**config.mk**
```make
export PLATFORM = sky130hd
export DESIGN_NAME = rr_grant_arbiter_flat
export DESIGN_NICKNAME = d
export VERILOG_FILES = /design/src/rtl/rr_grant_arbiter_if.sv /design/src/rtl/rr_grant_arbiter.sv /design/src/flat_wrapper.sv
export SDC_FILE = /design/constraint.sdc
export NUM_CORES = 1
export LEC_CHECK = 0
export CAP_MARGIN = 10
export CELL_PAD_IN_SITES_DETAIL_PLACEMENT = 1
export CELL_PAD_IN_SITES_GLOBAL_PLACEMENT = 1
export CORE_AREA = 2 2 72 74
export CTS_BUF_LIST = sky130_fd_sc_hd__clkbuf_8
export DETAILED_ROUTE_END_ITERATION = 8
export DIE_AREA = 0 0 74 76
export PLACE_DENSITY = 0.86
export SYNTH_ARGS = -nofsm -noshare
export SYNTH_HDL_FRONTEND = slang
export SYNTH_SLANG_ARGS = --single-unit
export TNS_END_PERCENT = 10
```
**constraint.sdc**
```tcl
create_clock -name clk -period 3.05 [get_ports clk]
set_clock_uncertainty 0.15 [all_clocks]
set_input_delay 0.4575 -clock clk [delete_from_list [all_inputs] [get_ports clk]]
set_output_delay 0.4575 -clock clk [all_outputs]
set_load 0.1 [all_outputs]
```
**src/rtl/rr_grant_arbiter_if.sv**
```systemverilog
// Request/grant bundle between the requesting units and rr_grant_arbiter.
// Signalling contract: the requester side drives en/req/done and holds
// req[i] high for as long as it wants the resource. The arbiter answers with
// a registered one-hot gnt plus its binary index. A grant persists until the
// owner pulses done or drops its req bit. Neither side ever waits on a
// combinational response from the other.
interface rr_grant_arbiter_if;
    logic       en;
    logic [7:0] req;
    logic       done;
    logic [7:0] gnt;
    logic [2:0] gnt_idx;
    logic       gnt_vld;
    logic       timeout;

    // requesting side
    modport master (
        output en, req, done,
        input  gnt, gnt_idx, gnt_vld, timeout
    );

    // arbiter side
    modport slave (
        input  en, req, done,
        output gnt, gnt_idx, gnt_vld, timeout
    );
endinterface

```
**src/rtl/rr_grant_arbiter.sv**
```systemverilog
// Round-robin arbiter for 8 requesters sharing one resource.
// The winner index is registered and decoded 3-to-8 into a one-hot grant.
// A grant is held until the owner releases it. Priority then moves to the
// requester after the owner. Every release is followed by at least one idle
// cycle.
// Optional feature: define RR_GRANT_TIMEOUT_EN to force a release after
// MAX_HOLD cycles of ownership, flagged by a one-cycle timeout pulse.
module rr_grant_arbiter #(
    parameter int NREQ     = 8,
    parameter int IDX_W    = 3,
    parameter int MAX_HOLD = 15,
    parameter int CNT_W    = 4
) (
    input  logic              clk,
    input  logic              rst,
    rr_grant_arbiter_if.slave bus,
    output logic              dbg_state
);

    // Elaboration-time sanity checks on the configuration.
    if (NREQ != (1 << IDX_W)) begin : g_bad_nreq
        $error("NREQ must equal 2**IDX_W for the 3-to-8 decode");
    end
    if ((2 ** CNT_W) <= MAX_HOLD) begin : g_bad_cnt_w
        $error("CNT_W too narrow to count up to MAX_HOLD");
    end

    typedef enum logic {
        IDLE  = 1'b0,
        GRANT = 1'b1
    } state_t;

    state_t             state;
    logic [NREQ-1:0]    gnt_q;
    logic [IDX_W-1:0]   idx_q;
    logic               vld_q;
    logic [IDX_W-1:0]   ptr;
    logic [IDX_W-1:0]   winner;
    logic               winner_vld;
    logic [IDX_W-1:0]   cand;

    // 3-to-8 decode of the winner index into the one-hot grant.
    function automatic logic [NREQ-1:0] decode_idx(input logic [IDX_W-1:0] idx);
        logic [NREQ-1:0] onehot;
        onehot      = '0;
        onehot[idx] = 1'b1;
        return onehot;
    endfunction

    // Circular priority search starting at ptr. Scanning from the farthest
    // offset down lets the nearest requester overwrite the others.
    always_comb begin
        winner     = ptr;
        winner_vld = 1'b0;
        cand       = ptr;
        for (int k = NREQ - 1; k >= 0; k--) begin
            cand = ptr + IDX_W'(k);
            if (bus.req[cand]) begin
                winner     = cand;
                winner_vld = 1'b1;
            end
        end
    end

`ifdef RR_GRANT_TIMEOUT_EN
    localparam logic [CNT_W-1:0] HOLD_LAST = CNT_W'(MAX_HOLD - 1);

    logic [CNT_W-1:0] hold_cnt;
    logic             timeout_q;

    // Ownership FSM with hold counter. The counter tracks cycles already
    // spent in GRANT, so the edge that would complete MAX_HOLD forces release.
    always_ff @(posedge clk or posedge rst) begin
        if (rst) begin
            state     <= IDLE;
            gnt_q     <= '0;
            idx_q     <= '0;
            vld_q     <= 1'b0;
            ptr       <= '0;
            hold_cnt  <= '0;
            timeout_q <= 1'b0;
        end else begin
            timeout_q <= 1'b0;
            case (state)
                IDLE: begin
                    if (bus.en && winner_vld) begin
                        state    <= GRANT;
                        idx_q    <= winner;
                        gnt_q    <= decode_idx(winner);
                        vld_q    <= 1'b1;
                        hold_cnt <= '0;
                    end
                end
                GRANT: begin
                    if (!bus.en) begin
                        // Disabled: drop the grant but keep priority on the owner.
                        state <= IDLE;
                        gnt_q <= '0;
                        vld_q <= 1'b0;
                    end else if (bus.done || !bus.req[idx_q]) begin
                        state <= IDLE;
                        gnt_q <= '0;
                        vld_q <= 1'b0;
                        ptr   <= idx_q + IDX_W'(1);
                    end else if (hold_cnt == HOLD_LAST) begin
                        state     <= IDLE;
                        gnt_q     <= '0;
                        vld_q     <= 1'b0;
                        ptr       <= idx_q + IDX_W'(1);
                        timeout_q <= 1'b1;
                    end else begin
                        hold_cnt <= hold_cnt + CNT_W'(1);
                    end
                end
                default: state <= IDLE;
            endcase
        end
    end

    assign bus.timeout = timeout_q;
`else
    // Ownership FSM. A grant is held until the owner releases it.
    always_ff @(posedge clk or posedge rst) begin
        if (rst) begin
            state <= IDLE;
            gnt_q <= '0;
            idx_q <= '0;
            vld_q <= 1'b0;
            ptr   <= '0;
        end else begin
            case (state)
                IDLE: begin
                    if (bus.en && winner_vld) begin
                        state <= GRANT;
                        idx_q <= winner;
                        gnt_q <= decode_idx(winner);
                        vld_q <= 1'b1;
                    end
                end
                GRANT: begin
                    if (!bus.en) begin
                        // Disabled: drop the grant but keep priority on the owner.
                        state <= IDLE;
                        gnt_q <= '0;
                        vld_q <= 1'b0;
                    end else if (bus.done || !bus.req[idx_q]) begin
                        state <= IDLE;
                        gnt_q <= '0;
                        vld_q <= 1'b0;
                        ptr   <= idx_q + IDX_W'(1);
                    end
                end
                default: state <= IDLE;
            endcase
        end
    end

    assign bus.timeout = 1'b0;
`endif

    assign bus.gnt     = gnt_q;
    assign bus.gnt_idx = idx_q;
    assign bus.gnt_vld = vld_q;
    assign dbg_state   = (state == GRANT);

endmodule

```
**src/flat_wrapper.sv**
```systemverilog
// flat-port wrapper written by rule: the top's interface ports become plain ports
module rr_grant_arbiter_flat 
#(
    parameter int NREQ     = 8,
    parameter int IDX_W    = 3,
    parameter int MAX_HOLD = 15,
    parameter int CNT_W    = 4
)
  (clk, rst, dbg_state, bus_en, bus_req, bus_done, bus_gnt, bus_gnt_idx, bus_gnt_vld, bus_timeout);
  rr_grant_arbiter_if bus_i ();
  input  logic clk;
  input  logic rst;
  output logic dbg_state;
  input wire logic [$bits(bus_i.en)-1:0] bus_en;
  input wire logic [$bits(bus_i.req)-1:0] bus_req;
  input wire logic [$bits(bus_i.done)-1:0] bus_done;
  output wire logic [$bits(bus_i.gnt)-1:0] bus_gnt;
  output wire logic [$bits(bus_i.gnt_idx)-1:0] bus_gnt_idx;
  output wire logic [$bits(bus_i.gnt_vld)-1:0] bus_gnt_vld;
  output wire logic [$bits(bus_i.timeout)-1:0] bus_timeout;
  assign bus_i.en = bus_en;
  assign bus_i.req = bus_req;
  assign bus_i.done = bus_done;
  assign bus_gnt = bus_i.gnt;
  assign bus_gnt_idx = bus_i.gnt_idx;
  assign bus_gnt_vld = bus_i.gnt_vld;
  assign bus_timeout = bus_i.timeout;
  rr_grant_arbiter #(.NREQ(NREQ), .IDX_W(IDX_W), .MAX_HOLD(MAX_HOLD), .CNT_W(CNT_W)) u_core (.clk(clk), .rst(rst), .bus(bus_i), .dbg_state(dbg_state));
endmodule
```
; Word-level counts from Yosys, hierarchy flattened
; Cells that the tools add are included.
[classes]
n_reduce_logical = 7
n_lt_le_gt_ge = 11
add_sub_neg = 8
n_eq_ne = 2
muxes = 48
bitwise_logic = 1
[ops]
columns = operator, count
row1 = $lt 3x4->1 const B, 10
row2 = $bmux 1 s3, 9
row3 = $mux 1, 24
row4 = $mux 3, 8
row5 = $mux 8, 3
row6 = $pmux 8 s2, 1
row7 = $add 3x3->3 const B, 4
row8 = $add 3x1->3 const B, 2
row9 = $add 3x2->3 const B, 2
row10 = $pmux 1 s2, 2
row11 = $reduce_and 2->1, 2
row12 = $demux 1 s3, 1
row13 = $ge 3x1->1 const B, 1
row14 = $ne 3x3->1 const B, 1
row15 = $reduce_and 3->1, 1
row16 = $logic_and 1x1->1, 2
row17 = $ne 2x1->1 const B, 1
row18 = $logic_not 1->1, 1
row19 = $logic_or 1x1->1, 1
row20 = $not 1->1, 1
[word_totals]
reg_bits = 16
inputBits = 12
word_cells = 82
output_inout_bits = 14

; Depth between registers and ports, before layout
[depth]
word_depth = 17
ltp_mapped = 14
ltp_nobuf = 9

; Worst setup path before layout
; No wires, ideal clock.
[synth_timing]
kind = reg2reg
from = register u_core.ptr[0]
to = register u_core.gnt_q[6], in the netlist u_core.bus.gnt[6]
t_arrival_ns = 3.190
required_time_ns = 2.817
period_less_slack_ns = 3.422
setup_time_ns = 0.083
slack_ns = -0.372
path_stages_with_launch = 13
path_buffers = 4
cell_sequence = dfrtp_1 -> buf_6 -> buf_12 -> inv_2 -> ha_1 -> buf_2 -> mux4_2 -> or4b_4 -> o311ai_4 -> and2_1 -> buf_6 -> nand2_1 -> o21ai_0
[synth_between]
elab_chain_cells = 17
word_cells_on_any_way = 49
classes_between = add/sub (7) / order compare (2) / eq/ne (1) / mux (36) / reduce/logical (3)
[synth_rtl]
columns = element, line
row1 = start: declaration, rr_grant_arbiter.sv:37  ; logic [IDX_W-1:0] ptr;
row2 = start signal: assignment, rr_grant_arbiter.sv:150  ; ptr <= idx_q + IDX_W'(1);
row3 = $add 3x3->3, rr_grant_arbiter.sv:57  ; cand = ptr + IDX_W'(k);
row4 = $bmux 1 s3, rr_grant_arbiter.sv:58  ; if (bus.req[cand]) begin
row5 = $mux 1 (not written as such), rr_grant_arbiter.sv:58
row6 = $mux 3 (8 in series), rr_grant_arbiter.sv:58
row7 = $lt 3x4->1 (not written as such) or $ge 3x1->1 (tied branches), rr_grant_arbiter.sv:46  ; onehot[idx] = 1'b1;
row8 = $logic_and 1x1->1 (not written as such), rr_grant_arbiter.sv:46
row9 = $mux 1 (not written as such), rr_grant_arbiter.sv:46
row10 = $demux 1 s3, --
row11 = $mux 8, rr_grant_arbiter.sv:133  ; if (bus.en && winner_vld) begin
row12 = $pmux 8 s2, rr_grant_arbiter.sv:131  ; case (state)
row13 = end signal: assignment, rr_grant_arbiter.sv:136  ; gnt_q <= decode_idx(winner);
row14 = end: declaration, rr_grant_arbiter.sv:34  ; logic [NREQ-1:0] gnt_q;
; Parallel ways exist; a longest one is shown, timed or not. The select of a mux whose other input is x is not followed.
; A chain may end at the register's enable or synchronous reset.

; Final worst setup path
[layout_timing]
from = register u_core.ptr[1]
to = register u_core.idx_q[2], in the netlist u_core.bus.gnt_idx[2]
[layout_between]
elab_chain_cells = 13
word_cells_on_any_way = 41
classes_between = add/sub (7) / mux (32) / reduce/logical (2)
[layout_rtl]
columns = element, line
row1 = $add 3x3->3, rr_grant_arbiter.sv:57
row2 = $bmux 1 s3, rr_grant_arbiter.sv:58
row3 = $mux 1 (not written as such), rr_grant_arbiter.sv:58
row4 = $mux 1 (8 in series), rr_grant_arbiter.sv:58
row5 = $logic_and 1x1->1, rr_grant_arbiter.sv:133
row6 = $reduce_and 2->1 (no source line), --
row7 = end signal: assignment, rr_grant_arbiter.sv:135  ; idx_q <= winner;
row8 = end: declaration, rr_grant_arbiter.sv:35  ; logic [IDX_W-1:0] idx_q;
; Parallel ways exist; a longest one is shown, timed or not. The select of a mux whose other input is x is not followed.

==> impl_metrics.tcl <==
set metrics [dict create \
    n_antenna_cell 0 \
    dp_hpwl_mm 4.763 \
    syn_inst 179 \
    grt_overflow 0 \
    critical-path-max-stage-delay_ps 530 \
    failed_checks "setup timing" \
    cts-root-buf "clkbuf_8" \
    path_cells "clkinv_2 > ha_4 > mux2_4 > mux4_2 > or4b_4 > o311ai_4 > buf_4 > mux2_4" \
    worst-path-stages 8 \
    hold_violations 0 \
    synth.most_common_cell "nand2_1" \
    synth_top_area_share 0.2087 \
    drive_above_1_share 0.4454 \
    fin_crit_sh 1.100 \
    holdBufCountCts 0 \
    tritoncts "built" \
    synth_compound_area_frac 0.1735 \
    synth-edff-count 0 \
    drc_errors 0 \
    netlist_area_um2 1918 \
    antenna_found_initial 0 \
    cts_buffers 3 \
    crit_fanout 8 \
    reg2reg_depth 8 \
    synth-async-reset-ratio 1.000 \
    ys_seq_area_frac 0.2087 \
    path_class "reg -> reg" \
    hp-class "reg -> reg" \
    grt_pass1_vias 1950 \
    synthSimpleGateAreaFrac 0.1005 \
    slowest_stage "or4b_4" \
    holdPathStages 2 \
    setup_tns_ps -2699 \
    synth_top_family_by_area "multiplexers" \
    place_congestion 0.8508 \
    drt_iter0_drc 111 \
    drt-pass1-iter-count 4 \
    vias 1830 \
    dp.cells 300 \
    fmax_mhz 298.0 \
    grt_max_degree 19 \
    rsz0062_at_grt "yes" \
    fin_cells 308 \
    initial_core_util 0.3905 \
    design_area_um2 2571 \
    yosysTopAreaCell "dfrtp_1" \
    cts_max_level 1 \
    syn_area_per_cell_um2 10.72 \
    synth_top_flop_cell "dfrtp_1" \
    grt_pass1_wl_mm 10.39 \
    required_ps 3040 \
    cp_top_family "multiplexers" \
    ant_nets 0 \
    fin_crit_ps 3355 \
    fp.dieH_um 76 \
    viasPerCell 5.942 \
    drv_slew 0 \
    setup.worst_path.end_class "register" \
    portBuffers 24 \
    maxCapViolations 0 \
    multi_input_area_um2 1415 \
    wl_per_cell_um 21.20 \
    cts_max_path_buffers 2 \
    syn_to_final_growth_pct 34.05 \
    synthMuxAreaShare 0.3875 \
    ys_types 54 \
    synthTopCellsByArea "dfrtp_1 21%, mux4_2 12%, mux4_1 11%, mux2i_1 7.8%, mux2_2 7.6%" \
    synthXorXnorAreaFrac 0.01370 \
    relSlewSlack 0.6031 \
    die_x_um 74 \
    seq_area_um2 400.4 \
    syn_nets 194 \
    tightest_slew_ps 595.4 \
    cts.sinks 16 \
    fillers 534 \
    rows 26 \
    grt_util_met3 0.03042 \
    layout_setup_ws_ps -305.2 \
    status "finished with violations" \
    cp-start-kind "register" \
    critPathBufInv 2 \
    routed_wl_mm 6.530 \
    cp_common_cell "mux2_4" \
    core_um2 4912 \
    worst-endpoint-arrival_ps 3340 \
    path_clk_slew_ps 60 \
    grtUsageMet2 0.4375 \
    ios 26 \
    synth_common_cells "18 x nand2_1, 16 x dfrtp_1, 15 x mux2i_1" \
    grtUsageTotal 0.2424 \
    yosysWarnings 0 \
    ys_seq_elements 16 \
    grt.met1_usage 0.2868 \
    setup_viol_count_final 11 \
    layout.nets 254 \
    clk_latency_ps 250 \
    placed_cell_area_um2 2412 \
    grt-busiest-layer "met2" \
    synth_adder_area_share 0.01957 \
    die-area_um2 5624 \
]
[state kept, by name (all words and copies together), names as in the netlist]
signal              cells
u_core.bus.gnt_vld      1
u_core.bus.gnt_idx      3
u_core.bus.gnt          8
u_core.dbg_state        1
u_core.ptr              3
[final cells by class]
cell class,count,area share
Multi-Input combinational cell,137,0.5504
Clock buffer,4,0.02141
Tap cell,70,0.03406
Inverter,9,0.01460
Sequential cell,16,0.1557
Timing Repair Buffer,72,0.2238
[logic make-up after synthesis]
| family | after synthesis |
|---|---|
| compound gates | 43 |
| mux | 47 |
| fa+ha+maj | 3 |
| simple gates | 40 |
| xor+xnor | 3 |
| flops | 16 |
| other cells | 1 |
| buf+inv | 26 |
[through the flow]
step           setup slack (ps)  hold slack, ps  utilization
3_5_place_dp             -360.5           325.3       0.4911
6_report                 -305.2           335.4       0.5234
2_1_floorplan            -299.3           221.2            -
5_1_grt                  -366.8           374.0       0.5234
4_1_cts                  -221.7           340.9       0.5176
3_3_place_gp             -268.8           327.7       0.4911
[cells in the final DEF (no fill, tap or decap), drive strengths merged, types with 2 or more instances in the layout]
cell type      Yosys  layout
mux2              14      14
inv                8       8
a22oi              2       2
nand2             18      18
clkdlybuf4s50      0      11
xnor2              3       3
ha                 3       3
mux2i             15      15
a21oi              7       7
dfrtp             16      16
a22o               3       3
buf                8      61
clkbuf             8       4
a221oi             2       2
nor2               8       8
nand2b             2       2
nand3              2       2
mux4              18      18
a32o               5       5
o2bb2ai            2       2
a211oi             2       2
o21ai              8       8
[final timing paths]
| kind | from | end | slack [ps] |
|---|---|---|---|
| max in group asynchronous | rst | u_core.bus.gnt_idx[0] | 1910 |
| worst max register to register | u_core.ptr[1] | u_core.bus.gnt_idx[2] | -310 |
| min in group asynchronous | rst | u_core.bus.gnt[2] | 450 |
| worst max-delay path | u_core.ptr[1] | u_core.bus.gnt_idx[2] | -310 |
| worst min-delay path | u_core.bus.gnt_vld | u_core.bus.gnt_vld | 340 |
| worst min register to register | u_core.bus.gnt_vld | u_core.bus.gnt_vld | 340 |
[worst reg2reg max path: cells and delay by family, from the launching register on]
family | cells | cell delay (ps)
compound gates | 1 | 380
fa+ha+maj | 1 | 370
buf+inv | 2 | 310
flops | 1 | 410
mux | 3 | 1090
simple gates | 1 | 530
[metal layers]
| layer | vias to the layer above | part of all wire |
|---|---|---|
| li1 | 818 | - |
| met1 | 929 | 0.40 |
| met2 | 63 | 0.53 |
| met3 | 20 | 0.034 |
| met4 | 0 | 0.037 |
| met5 | - | 0 |
[timing repair]
action / CTS / global route
setup buffers: 3 / 1
gates resized for setup: 15 / 6
pin swaps: 7 / 6
setup endpoints to repair: 11 / 12
endpoints found under the hold margin: 0 / 0
Power is left out: the tool's default activity adds up to more than one toggle a clock period on the data nets, which glitch-free logic cannot reach.
